$ cat src/rtl/sdfa_ctrl_pkg.sv
// Shared definitions for the SDFA layer sequencer: state encoding, config word layout
// and default sizing.
package sdfa_ctrl_pkg;

  localparam int DEF_NUM_LAYERS_MAX = 8;
  localparam int DEF_ROW_W          = 5;
  localparam int DEF_CH_W           = 5;
  localparam int DEF_CFG_W          = 16;
  localparam int TYPE_W             = 3;

  localparam int CFG_TYPE_LSB = 0;
  localparam int CFG_NROW_LSB = 3;
  localparam int CFG_NCH_LSB  = 8;
  localparam int CFG_LAST_BIT = 13;

  typedef enum logic [2:0] {
    S_IDLE  = 3'd0,
    S_CFG   = 3'd1,
    S_FILL  = 3'd2,
    S_ISSUE = 3'd3,
    S_WAIT  = 3'd4,
    S_WB    = 3'd5,
    S_NEXT  = 3'd6,
    S_DONE  = 3'd7
  } state_t;

endpackage

$ cat src/rtl/sdfa_tile_counter.sv
// Nested tile counter: row is the inner index, channel the outer one.
// A single inc moves to the next row, or wraps row to 0 and steps the channel.
module sdfa_tile_counter
  import sdfa_ctrl_pkg::*;
#(
  parameter int ROW_W = DEF_ROW_W,
  parameter int CH_W  = DEF_CH_W
) (
  input  logic             clk,
  input  logic             rstn,
  input  logic             clr,
  input  logic             inc,
  input  logic [ROW_W-1:0] n_row,
  input  logic [CH_W-1:0]  n_ch,
  output logic [ROW_W-1:0] row,
  output logic [CH_W-1:0]  ch,
  output logic             row_last,
  output logic             ch_last
);

  logic [ROW_W-1:0] row_q, row_d;
  logic [CH_W-1:0]  ch_q, ch_d;

  // Comparisons use >= so a counter can never run past its limit, even at 31.
  assign row_last = (row_q >= n_row);
  assign ch_last  = (ch_q >= n_ch);
  assign row      = row_q;
  assign ch       = ch_q;

  always_comb begin
    row_d = row_q;
    ch_d  = ch_q;
    if (clr) begin
      row_d = '0;
      ch_d  = '0;
    end else if (inc) begin
      if (!row_last) begin
        row_d = row_q + ROW_W'(1);
      end else begin
        row_d = '0;
        if (!ch_last) ch_d = ch_q + CH_W'(1);
      end
    end
  end

  always_ff @(posedge clk) begin
    if (!rstn) begin
      row_q <= '0;
      ch_q  <= '0;
    end else begin
      row_q <= row_d;
      ch_q  <= ch_d;
    end
  end

endmodule

$ cat src/rtl/sdfa_layer_sequencer.sv
// Layer-by-layer sequencer for the SDFA conv datapath: config, buffer fill, tile issue
// and writeback per channel tile. All handshake outputs are registered from next state.
module sdfa_layer_sequencer
  import sdfa_ctrl_pkg::*;
#(
  parameter int NUM_LAYERS_MAX = DEF_NUM_LAYERS_MAX,
  parameter int ROW_W          = DEF_ROW_W,
  parameter int CH_W           = DEF_CH_W,
  parameter int CFG_W          = DEF_CFG_W,
  localparam int LAYER_W       = $clog2(NUM_LAYERS_MAX)
) (
  input  logic               clk,
  input  logic               rstn,
  input  logic               start,
  input  logic               cfg_valid,
  input  logic [CFG_W-1:0]   cfg_data,
  output logic               cfg_ready,
  output logic               fill_req,
  input  logic               in_filled,
  output logic               tile_start,
  output logic [ROW_W-1:0]   tile_row,
  output logic [CH_W-1:0]    tile_ch,
  input  logic               tile_done,
  output logic               wb_req,
  input  logic               wb_done,
  output logic [TYPE_W-1:0]  conv_inf,
  output logic [LAYER_W-1:0] layer,
  output logic               busy,
  output logic               seq_done,
  output logic               err,
  output state_t             dbg_state
);

  // Handshakes: a transfer happens on a posedge where the request level (cfg_ready,
  // fill_req, wb_req, or WAIT for tiles) and the matching response are both high.
  state_t             state_q, state_d;
  logic [LAYER_W-1:0] layer_q, layer_d;
  logic [TYPE_W-1:0]  conv_inf_q, conv_inf_d;
  logic [ROW_W-1:0]   n_row_q, n_row_d;
  logic [CH_W-1:0]    n_ch_q, n_ch_d;
  logic               last_q, last_d;
  logic               err_q, err_d;
  logic               fill_hold_q, fill_hold_d;
  logic               cfg_ready_q, fill_req_q, tile_start_q, wb_req_q, busy_q, seq_done_q;
  logic               cnt_clr, cnt_inc, row_last, ch_last;
  logic               unused_rsvd;

  assign unused_rsvd = ^cfg_data[CFG_W-1:CFG_LAST_BIT+1];

  sdfa_tile_counter #(.ROW_W(ROW_W), .CH_W(CH_W)) u_cnt (
    .clk      (clk),
    .rstn     (rstn),
    .clr      (cnt_clr),
    .inc      (cnt_inc),
    .n_row    (n_row_q),
    .n_ch     (n_ch_q),
    .row      (tile_row),
    .ch       (tile_ch),
    .row_last (row_last),
    .ch_last  (ch_last)
  );

  always_comb begin
    state_d    = state_q;
    layer_d    = layer_q;
    conv_inf_d = conv_inf_q;
    n_row_d    = n_row_q;
    n_ch_d     = n_ch_q;
    last_d     = last_q;
    err_d      = err_q;
    cnt_clr    = 1'b0;
    cnt_inc    = 1'b0;
    unique case (state_q)
      S_IDLE: if (start) begin
        state_d = S_CFG;
        err_d   = 1'b0;
        layer_d = '0;
      end
      S_CFG: if (cfg_valid && cfg_ready_q) begin
        conv_inf_d = cfg_data[CFG_TYPE_LSB +: TYPE_W];
        n_row_d    = cfg_data[CFG_NROW_LSB +: ROW_W];
        n_ch_d     = cfg_data[CFG_NCH_LSB +: CH_W];
        last_d     = cfg_data[CFG_LAST_BIT];
        state_d    = S_FILL;
      end
      S_FILL: if (in_filled) begin
        cnt_clr = 1'b1;
        state_d = S_ISSUE;
      end
      S_ISSUE: state_d = S_WAIT;
      S_WAIT: if (tile_done) begin
        cnt_inc = !row_last;
        state_d = row_last ? S_WB : S_ISSUE;
      end
      S_WB: if (wb_done) begin
        cnt_inc = !ch_last;
        state_d = ch_last ? S_NEXT : S_ISSUE;
      end
      S_NEXT: begin
        if (last_q) begin
          state_d = S_DONE;
        end else if (layer_q == LAYER_W'(NUM_LAYERS_MAX - 1)) begin
          err_d   = 1'b1;
          state_d = S_DONE;
        end else begin
          layer_d = layer_q + LAYER_W'(1);
          state_d = S_CFG;
        end
      end
      S_DONE: state_d = S_IDLE;
      default: state_d = S_IDLE;
    endcase

    // Out-of-phase responses flag an error but are otherwise dropped. A still-high
    // in_filled that started during FILL is tolerated until it falls.
    if (state_q != S_IDLE) begin
      if (tile_done && !(state_q == S_WAIT || state_q == S_ISSUE)) err_d = 1'b1;
      if (wb_done && state_q != S_WB) err_d = 1'b1;
      if (in_filled && state_q != S_FILL && !fill_hold_q) err_d = 1'b1;
    end
    fill_hold_d = in_filled && (state_q == S_FILL || fill_hold_q);
  end

  always_ff @(posedge clk) begin
    if (!rstn) begin
      state_q      <= S_IDLE;
      layer_q      <= '0;
      conv_inf_q   <= '0;
      n_row_q      <= '0;
      n_ch_q       <= '0;
      last_q       <= 1'b0;
      err_q        <= 1'b0;
      fill_hold_q  <= 1'b0;
      cfg_ready_q  <= 1'b0;
      fill_req_q   <= 1'b0;
      tile_start_q <= 1'b0;
      wb_req_q     <= 1'b0;
      busy_q       <= 1'b0;
      seq_done_q   <= 1'b0;
    end else begin
      state_q      <= state_d;
      layer_q      <= layer_d;
      conv_inf_q   <= conv_inf_d;
      n_row_q      <= n_row_d;
      n_ch_q       <= n_ch_d;
      last_q       <= last_d;
      err_q        <= err_d;
      fill_hold_q  <= fill_hold_d;
      cfg_ready_q  <= (state_d == S_CFG);
      fill_req_q   <= (state_d == S_FILL);
      tile_start_q <= (state_d == S_ISSUE);
      wb_req_q     <= (state_d == S_WB);
      busy_q       <= (state_d != S_IDLE);
      seq_done_q   <= (state_d == S_DONE);
    end
  end

  assign cfg_ready  = cfg_ready_q;
  assign fill_req   = fill_req_q;
  assign tile_start = tile_start_q;
  assign wb_req     = wb_req_q;
  assign busy       = busy_q;
  assign seq_done   = seq_done_q;
  assign err        = err_q;
  assign conv_inf   = conv_inf_q;
  assign layer      = layer_q;
  assign dbg_state  = state_q;

endmodule
$ cat config.mk
export PLATFORM = sky130hd
export DESIGN_NAME = sdfa_layer_sequencer
export DESIGN_NICKNAME = d
export VERILOG_FILES = /design/src/rtl/sdfa_ctrl_pkg.sv /design/src/rtl/sdfa_tile_counter.sv /design/src/rtl/sdfa_layer_sequencer.sv
export SDC_FILE = /design/constraint.sdc
export NUM_CORES = 1
export LEC_CHECK = 0
export ABC_AREA = 1
export CAP_MARGIN = 20
export CORE_ASPECT_RATIO = 1.1
export CORE_MARGIN = 3
export CORE_UTILIZATION = 49
export DETAILED_ROUTE_END_ITERATION = 8
export MAX_ROUTING_LAYER = met4
export PLACE_DENSITY = 0.86
export SYNTH_ARGS = -nofsm -noshare
export SYNTH_HDL_FRONTEND = slang
export SYNTH_SLANG_ARGS = --single-unit
$ cat constraint.sdc
create_clock -name clk -period 2 [get_ports clk]
set_clock_uncertainty 0.15 [all_clocks]
set_input_delay 0.3 -clock clk [delete_from_list [all_inputs] [get_ports clk]]
set_output_delay 0.3 -clock clk [all_outputs]
set_load 0.1 [all_outputs]
==> results.ini <==
[routing]
drtAntennaViolNets=0
drc=0
wl_mm=4.363
vias_per_cell=5.027
drt_iter0_markers=76
wl_per_cell_um=11.76
drt_pass1_iterations=4
vias=1865

[grt]
grt-ovfl-total=0
grt_max_degree=24
grtUsageTotal_pct=20.92
grt_pass1_wl_mm=7.534
use_met3_pct=6.037
use_met2_pct=34.51
grt_pass1_vias=1805
antenna_found_initial=0
met1_usage_pct=22.60
busiest_layer=met2

[worst_setup_path]
worstPathArrival_ns=1.88
worstRegToRegCells=11
rr_endpoint=u_cnt.row[3]$_SDFFE_PP0P_
worst_path_largest_cell_delay_ns=0.36
rrSetupSlack_ns=0.19
start_kind=register
path_class=register to register
worst-path-buf-inv=3
r2r_start=u_cnt.row[0]$_SDFFE_PP0P_
cp_top_family=simple AND/OR/NAND/NOR gates
worstPathRequired_ns=2.07
slowest_stage=dfxtp_4
endpoint_kind=register
worstPathCellList=inv_1 -> ha_1 -> inv_1 -> nand2_1 -> nand2_1 -> nand3_1 -> inv_1 -> nor2_4 -> nor2_1 -> nand2_1 -> nor2_1
crit_fanout=6

[power]
p_switching_w=0.001394
sequentialPowerShare_pct=32.6
ir_drop_v=0.0005457
p_comb_share_pct=50.5
p_int_w=0.001509
leakagePower_nw=1.221
netSwitchingFraction_pct=48.02
power_frac_clock_pct=16.9
power.density_nw_per_um2=1110

[clock_network]
numCtsBuffers=5
cts_tree=done
root_buffer=clkbuf_8
insertion_delay_ns=0.29
cts_hold_buf=0
htree_levels=2
cts.path.max_buffers=2
cts.reportedPaths.clkPinSlew_ns=0.07
cts.sinks=38

[cells_and_area]
multi_input_area_um2=1047
drive_gt1_share_pct=22.74
stdcell_count=371
fillers=315
seqCellArea_um2=789.5
nets=357
insertedDiodeCount=0
area_delta_synth_final_pct=33.44

[min_path]
worstHoldEndpoint=fill_hold_q$_SDFF_PN0_
whs_path_depth=2
min_from=fill_hold_q$_SDFF_PN0_
min_path_type=register to register

[place]
place_inst=363
globalplace.congestion=0.8644
io_buffers=46
post-dp-hpwl_mm=3.484

[synthesis]
yosysUniqueCellTypes=25
syn_nets=305
synth_seq_area_share_pct=38.80
synth_cells=268
synth.avg_cell_area_um2=7.316
yosysWarnings=0
ys_seq_elements=38
mappedNetlistArea_um2=1961

[die]
coreArea_um2=3741
fp.dieH_um=72.34
ioPinCount=49
initial_core_util_pct=52.41
dieArea_um2=4797
num_rows=23
die_x_um=66.31

[sta]
worst_pin_slew_ns=0.2822
relSlewSlack_pct=81.34
finalSetupViolations=0
tns_ns=0
rsz0062_at_grt=false
drv_slew=0
min_period_ns=1.811
max_freq_ghz=0.5523
hold_viol=0
min_period_over_period_pct=90.53

[run_status]
outcome=finished clean

[job]
timing.max_cap.violations=0

-- per-stage QoR --
| stage | power [W] | hold slack, ns | worst slack [ns] | utilization, % | area [um2] |
|---|---|---|---|---|---|
| floorplan | 0.002063 | 0.2661 | 0.02576 | - | 1989 |
| global placement | 0.002391 | 0.2937 | 0.07553 | 67.59 | 2529 |
| detailed placement | 0.002426 | 0.3037 | 0.007372 | 67.59 | 2529 |
| CTS | 0.002917 | 0.3146 | 0.1047 | 69.77 | 2610 |
| global route | 0.003092 | 0.3379 | 0.01284 | 69.93 | 2616 |
| finish | 0.002903 | 0.3147 | 0.1895 | 69.93 | 2616 |
-- tightest hold or removal path, delay by kind of cell (launching register included) --
family,cells,cell delay (ns)
DFF,1,0.30
AOI/OAI and AO/OA,1,0.06
buffers and inverters,1,0.06
-- final cells by class --
type | instances | area share (%)
Multi-Input combinational cell | 188 | 40.03
Sequential cell | 38 | 30.18
Timing Repair Buffer | 49 | 18.84
Inverter | 38 | 5.452
Clock buffer | 6 | 2.774
Tap cell | 50 | 2.391
Clock inverter | 2 | 0.3348
-- cell families (layout without fill, tap and decap cells) --
kind of cell               count (synthesis)  in the layout  synth area share [%]
DFF                                       38             38                 38.80
AOI/OAI and AO/OA                         45             45                 11.87
adders and majority gates                 14             14                 8.934
xor gates and xnor gates                   3              3                 1.340
and+or+nand+nor                          126            126                 30.95
buffers and inverters                     42             95                 8.105
-- cells in the mapped netlist --
library cell | count | area, um2
a21oi_1 | 22 | 110.1
buf_2 | 1 | 5.000
clkbuf_1 | 3 | 11.26
dfxtp_1 | 38 | 760.7
ha_1 | 14 | 175.2
inv_1 | 32 | 120.1
inv_2 | 6 | 22.52
nand2_1 | 50 | 187.7
nand2_2 | 3 | 18.77
nand2_4 | 2 | 22.52
nand3_1 | 22 | 110.1
nand3_2 | 2 | 20.02
nand3b_2 | 1 | 11.26
nand4_1 | 4 | 25.02
nand4_2 | 1 | 12.51
nand4_4 | 1 | 21.27
nor2_1 | 35 | 131.4
nor2_2 | 2 | 12.51
nor2_4 | 3 | 33.78
o211a_1 | 1 | 10.01
o211ai_1 | 1 | 7.510
o21ai_0 | 20 | 100.1
o21ai_1 | 1 | 5.000
xnor2_1 | 2 | 17.52
xor2_1 | 1 | 8.760
-- placed cells by master (no fill, tap or decap) --
cell type,instances
xnor2_1,2
buf_12,6
nand4_4,1
clkbuf_1,1
buf_4,23
dfxtp_4,4
xor2_1,1
ha_1,14
clkbuf_8,5
nand2_1,50
o21ai_0,20
clkinv_1,1
o211ai_1,1
a21oi_1,21
inv_1,32
nor2_2,3
clkinv_2,1
dfxtp_1,23
nor2_1,34
nand2_2,3
clkdlybuf4s50_1,20
nand4_2,1
a21oi_2,1
nand3_1,22
nand3b_2,1
nor2_4,3
inv_2,6
nand2_4,2
o21ai_1,1
dfxtp_2,11
nand3_2,2
o211a_1,1
nand4_1,4
-- layer usage --
layer  part of all wire [%]  routed length [um]
met5                      0                   0
met4                    2.5                 108
met3                    5.8                 254
met2                     51                2246
met1                     40                1754
-- sequential cells by signal, indices dropped and copies added (netlist names), 3 cells and up --
signal and count:
conv_inf 3, u_cnt.ch 5, n_ch_q 5, n_row_q 5, layer 3, dbg_state 3
u_cnt.row 5
-- power groups by stage --
stage | sequential [W] | combinational [W] | clock, W
4_1_cts | 0.000946 | 0.00147 | 0.000503
2_1_floorplan | 0.00147 | 0.000590 | 0
3_3_place_gp | 0.000962 | 0.00143 | 0
5_1_grt | 0.000960 | 0.00159 | 0.000540
6_report | 0.000946 | 0.00147 | 0.000491
3_5_place_dp | 0.000963 | 0.00146 | 0
-- what timing repair did --
action                     in CTS  in global routing
setup endpoints to repair       0                  4
buffers inserted                0                  0
gates resized for setup         0                  2
-- how the worst max path moves through the flow --
stage / from / to / slack (ns) / cells after the start
finish: u_cnt.row[0]$_SDFFE_PP0P_ / u_cnt.row[3]$_SDFFE_PP0P_ / 0.19 / 11
global route: n_row_q[4]$_SDFFE_PN0P_ / u_cnt.ch[2]$_SDFFE_PP0P_ / 0.01 / 11
CTS: u_cnt.row[4]$_SDFFE_PP0P_ / u_cnt.row[3]$_SDFFE_PP0P_ / 0.10 / 8
detailed placement: wb_done / u_cnt.ch[0]$_SDFFE_PP0P_ / 0.007 / 8
global placement: wb_done / u_cnt.ch[0]$_SDFFE_PP0P_ / 0.08 / 8
floorplan: cfg_ready$_SDFF_PN0_ / n_ch_q[1]$_SDFFE_PN0P_ / 0.03 / 5
No activity file was read; power rests on OpenSTA's default activity.
